$ cat src/rtl/frame_sequencer.sv
// frame_sequencer: frame-loop controller sequencing reset, load, draw, check, wait and erase over NUM_OBJ objects
module frame_sequencer #(
  parameter int NUM_OBJ      = 4,
  parameter int OBJ_W        = 2,
  parameter int SELF_PIXELS  = 25,
  parameter int ENEMY_PIXELS = 250,
  parameter int PIX_W        = 8,
  parameter int WAIT_CYCLES  = 1666666,
  parameter int WAIT_W       = 21
) (
  input  logic               clk,
  input  logic               reset_n,
  input  logic               start,
  input  logic               pause,
  input  logic [NUM_OBJ-1:0] obj_enable,
  input  logic [NUM_OBJ-1:0] collide,
  output logic               move_en,
  output logic               load_coord,
  output logic               plot,
  output logic               erase,
  output logic               reset_n_out,
  output logic [OBJ_W-1:0]   obj_sel,
  output logic [PIX_W-1:0]   pix_idx,
  output logic               frame_tick,
  output logic               game_over,
  output logic [3:0]         state
);
  typedef enum logic [3:0] {
    IDLE       = 4'd0,
    START_WAIT = 4'd1,
    RESET      = 4'd2,
    LOAD       = 4'd3,
    DRAW       = 4'd4,
    CHECK      = 4'd5,
    WAIT       = 4'd6,
    ERASE      = 4'd7,
    OVER       = 4'd8
  } state_t;

  localparam logic [PIX_W-1:0]  SELF_LAST  = PIX_W'(SELF_PIXELS - 1);
  localparam logic [PIX_W-1:0]  ENEMY_LAST = PIX_W'(ENEMY_PIXELS - 1);
  localparam logic [OBJ_W-1:0]  LAST_OBJ   = OBJ_W'(NUM_OBJ - 1);
  localparam logic [WAIT_W-1:0] WAIT_LAST  = WAIT_W'(WAIT_CYCLES - 1);

  state_t            state_q, state_d;
  logic [OBJ_W-1:0]  obj_q, obj_d, obj_nxt;
  logic [PIX_W-1:0]  pix_q, pix_d;
  logic [WAIT_W-1:0] cnt_q, cnt_d;
  logic              en_q, en_d;
  logic              obj_done, last_obj, go;

  // en_q holds the enable of the object being scanned; it is captured on the edge that starts that object
  assign obj_nxt  = obj_q + 1'b1;
  assign obj_done = !en_q || pix_q == (obj_q == '0 ? SELF_LAST : ENEMY_LAST);
  assign last_obj = obj_q == LAST_OBJ;
  assign go       = state_q == WAIT && cnt_q == WAIT_LAST && !pause;

  // next-state, object/pixel scan and frame-wait counter
  always_comb begin
    state_d = state_q;
    obj_d   = obj_q;
    pix_d   = pix_q;
    en_d    = en_q;
    cnt_d   = cnt_q;
    case (state_q)
      IDLE:       if (start) state_d = START_WAIT;
      START_WAIT: if (!start) state_d = RESET;
      RESET:      state_d = LOAD;
      LOAD: begin
        state_d = DRAW;
        obj_d   = '0;
        pix_d   = '0;
        en_d    = obj_enable[0];
      end
      DRAW, ERASE: begin
        if (!obj_done) pix_d = pix_q + 1'b1;
        else if (!last_obj) begin
          obj_d = obj_nxt;
          pix_d = '0;
          en_d  = obj_enable[obj_nxt];
        end else begin
          state_d = state_q == DRAW ? CHECK : LOAD;
          obj_d   = '0;
          pix_d   = '0;
          en_d    = 1'b0;
        end
      end
      CHECK: begin
        state_d = |(collide & obj_enable) ? OVER : WAIT;
        cnt_d   = '0;
      end
      WAIT: begin
        if (go) begin
          state_d = ERASE;
          obj_d   = '0;
          pix_d   = '0;
          en_d    = obj_enable[0];
        end else if (!pause) cnt_d = cnt_q + 1'b1;
      end
      OVER:       if (start) state_d = START_WAIT;
      default:    state_d = IDLE;
    endcase
  end

  // state and counter registers, cleared asynchronously
  always_ff @(posedge clk or negedge reset_n) begin
    if (!reset_n) begin
      state_q <= IDLE;
      obj_q   <= '0;
      pix_q   <= '0;
      cnt_q   <= '0;
      en_q    <= 1'b0;
    end else begin
      state_q <= state_d;
      obj_q   <= obj_d;
      pix_q   <= pix_d;
      cnt_q   <= cnt_d;
      en_q    <= en_d;
    end
  end

  assign state       = state_q;
  assign move_en     = state_q == DRAW || state_q == WAIT || state_q == ERASE;
  assign load_coord  = state_q == LOAD;
  assign plot        = (state_q == DRAW || state_q == ERASE) && en_q;
  assign erase       = state_q == ERASE;
  assign reset_n_out = state_q != RESET;
  assign game_over   = state_q == OVER;
  assign obj_sel     = obj_q;
  assign pix_idx     = pix_q;
  assign frame_tick  = go;
endmodule

$ cat config.mk
export PLATFORM = sky130hd
export DESIGN_NAME = frame_sequencer
export DESIGN_NICKNAME = d
export VERILOG_FILES = /design/src/rtl/frame_sequencer.sv
export SDC_FILE = /design/constraint.sdc
export NUM_CORES = 1
export LEC_CHECK = 0
export BUFFER_PORTS_ARGS = -buffer_cell sky130_fd_sc_hd__buf_4
export CAP_MARGIN = 20
export CORE_ASPECT_RATIO = 1.25
export CORE_MARGIN = 8
export CORE_UTILIZATION = 45
export DETAILED_ROUTE_END_ITERATION = 12
export GPL_ROUTABILITY_DRIVEN = 0
export PLACE_DENSITY = 0.69
export SLEW_MARGIN = 15
export SYNTH_ARGS = -nofsm -noshare
export SYNTH_HDL_FRONTEND = slang
export SYNTH_SLANG_ARGS = --single-unit
$ cat constraint.sdc
create_clock -name clk -period 6.4 [get_ports clk]
set_input_delay 0.64 -clock clk [delete_from_list [all_inputs] [get_ports clk]]
set_output_delay 0.64 -clock clk [all_outputs]
set_load 0.02 [all_outputs]
==> impl_metrics.py <==
metrics = {
    "outcome": {
        "status": "finished clean",
    },
    "drt": {
        "routedWlPerCell_um": 14.9,
        "vias": 1906,
        "dr.pass1.iters": 4,
        "via_per_inst": 5.72,
        "ant_nets": 0,
        "drt-total-wl_mm": 4.96,
        "drt_iter0_drc": 86,
        "route.detailed.drc": 0,
    },
    "synthesis": {
        "synth_top_family_by_area": "simple AND/OR/NAND/NOR gates",
        "ys_warn_count": 0,
        "synth_edf_count": 0,
        "yosysMostFrequentCell": "dfrtp_1",
        "ys_ff_latch": 36,
        "synth-compound-area-share_pct": 15.7,
        "synthSimpleGateAreaFrac_pct": 28.3,
        "synth_top_area_share_pct": 41.2,
        "yosys.area_share.adder_pct": 2.86,
        "synth_xor_area_share_pct": 6.01,
        "synth_area_um2": 2180,
        "syn_area_per_cell_um2": 9.06,
        "synthFlopType": "dfrtp_1",
        "synth_common_cells": "dfrtp_1 (36), nor2_1 (33), nand2_1 (19)",
        "syn_inst": 241,
        "synth_top_area_cell": "dfrtp_1",
        "yosysSeqAreaShare_pct": 41.2,
        "synth-async-reset-ratio_pct": 100,
        "synthDistinctLibCells": 52,
        "syn-num-nets": 258,
        "muxShareOfSynthArea_pct": 2.52,
        "synth_area_leaders": "dfrtp_1 (41%), nor2_1 (5.7%), xor2_1 (5.6%), nand2_1 (3.3%), ha_1 (2.9%)",
    },
    "cts": {
        "cts_buffers": 5,
        "clk_path_buf_depth": 2,
        "cts.clk_slew.worst_paths_ns": 0.07,
        "cts_setup_buffers": 0,
        "cts.htree.levels": 2,
        "cts-root-buf": "clkbuf_8",
        "clock-sinks": 36,
        "ctsResizeCount": 0,
        "clk_latency_ns": 0.28,
        "cts_hold_buf": 0,
        "cts_tree": "yes",
    },
    "sta": {
        "period_needed_ns": 2.84,
        "slew-limit-headroom_pct": 39.2,
        "fmax_ghz": 0.352,
        "setup_violations": 0,
        "final.setup_skew_ns": 0.00438,
        "layout_setup_ws_ns": 3.56,
        "grt_setup_unrepaired": "false",
        "slew_viol_final": 0,
        "hold_violations": 0,
        "hold_slack_ns": 0.306,
        "tightestPinTransition_ns": 0.910,
        "tns_ns": 0,
        "final.period_utilization_pct": 44.4,
    },
    "setup_path": {
        "cp_max_fo": 5,
        "crit_slowest_cell": "or4_4",
        "path_class": "reg2out",
        "max_stage_delay_ns": 0.58,
        "endpoint_kind": "output pin",
        "cp-start-kind": "flip-flop",
        "crit_required_ns": 5.76,
        "path_cells": "or4b_1 > or4_4 > nor4_1 > buf_4",
        "critPathArrivalTime_ns": 2.20,
    },
    "pwr": {
        "powerDensity_nw_per_um2": 389,
        "leakage_nw": 1.18,
        "p_total_mw": 0.994,
        "vdd_ir_drop_max_uv": 278,
    },
    "die": {
        "die_w_um": 78.3,
        "dieArea_um2": 7350,
        "ios": 33,
        "coreArea_um2": 4690,
        "rows": 28,
        "die_h_um": 93.9,
        "start_util_pct": 46.5,
    },
    "layout": {
        "syn_to_final_growth_pct": 17.1,
        "fin_area_um2": 2560,
        "fill_cells": 459,
        "final_util_pct": 54.5,
        "nNetsFinal": 289,
        "layout-drive-gt1-share_pct": 19.0,
        "layout.cells.non_filler": 333,
        "num_antenna_cells": 0,
    },
    "placement": {
        "postPlaceCellArea_um2": 2460,
        "dp_cells": 325,
        "port_buffers": 32,
        "dp_hpwl_mm": 3.59,
        "pre_cts_ws_ns": 3.40,
    },
    "global_route": {
        "grt.overflow.total": 0,
        "grt_start_max_net_pins": 37,
        "grt_pass1_vias": 1922,
        "grt_use_total_pct": 14.6,
        "antenna_found_initial": 0,
        "grt_pass1_wl_mm": 8.91,
    },
    "flow_run": {
        "maxCapViolCount": 0,
    },
    "worst_hold_path": {
        "min_path_type": "in2async",
    },
}
[cells in the final DEF (no fill, tap or decap), types with 5 or more instances in the layout]
cell type / instances
o21ai_0: 8
a211o_1: 5
xor2_1: 14
nor2_1: 33
clkbuf_8: 6
nand4_1: 8
nand3_1: 9
a21oi_1: 9
dfrtp_1: 36
inv_1: 8
ha_1: 5
nand2_1: 19
buf_4: 33
nor3_1: 7
[worst max-delay path: cells and delay by family, from the launching register on]
kind	cells	cell delay, ns
AND/OR/NAND/NOR	3	1.30
flip-flops	1	0.41
buffers and inverters	1	0.19
[area by class of cell]
type                    instances  area, um2  area share, %
clock buffers                   8       90.1           3.52
inverters                       8       30.0           1.17
multi-input cells             188       1210           47.5
flip-flops and latches         36        901           35.2
well taps                      60       75.1           2.94
repair buffers                 33        248           9.69
[final timing paths]
path / to / depth (start not counted) / start / slack (ns)
setup reg to reg: obj_sel[1] / 5 / cnt_q[12] / 3.72
max in group asynchronous: pix_idx[5] / 1 / reset_n / 5.77
min in group clk: en_q / 2 / en_q / 0.52
setup / recovery: frame_tick / 4 / cnt_q[12] / 3.56
hold / removal: state[1] / 1 / reset_n / 0.31
hold reg to reg: en_q / 2 / en_q / 0.52
[logic make-up (layout without fill, tap and decap cells)]
| kind of cell | Yosys count | in the layout |
|---|---|---|
| compound gates | 50 | 50 |
| xor+xnor | 15 | 15 |
| fa+ha+maj | 5 | 5 |
| buf+inv | 17 | 49 |
| flops | 36 | 36 |
| mux | 4 | 4 |
| simple gates | 114 | 114 |
[power breakdown]
group	switching [mW]	internal [mW]	total [mW]
Sequential	0.0753	0.268	0.343
Clock	0.0783	0.0878	0.166
Combinational	0.281	0.204	0.485
Total	0.435	0.559	0.994
[flip-flops by register name (all words and copies together), names as in the netlist]
register and flops:
cnt_q 21, en_q 1, obj_sel 2, pix_idx 8
state 4
[layer usage]
metal / wire [um] / global-route usage (%) / up-vias
met5: 0 / 0 / -
met4: 64 / 4.80 / 0
met3: 259 / 4.89 / 6
met2: 2410 / 24.6 / 36
met1: 2220 / 17.0 / 922
li1: - / - / 942
Power figures use the tool's default switching activity.
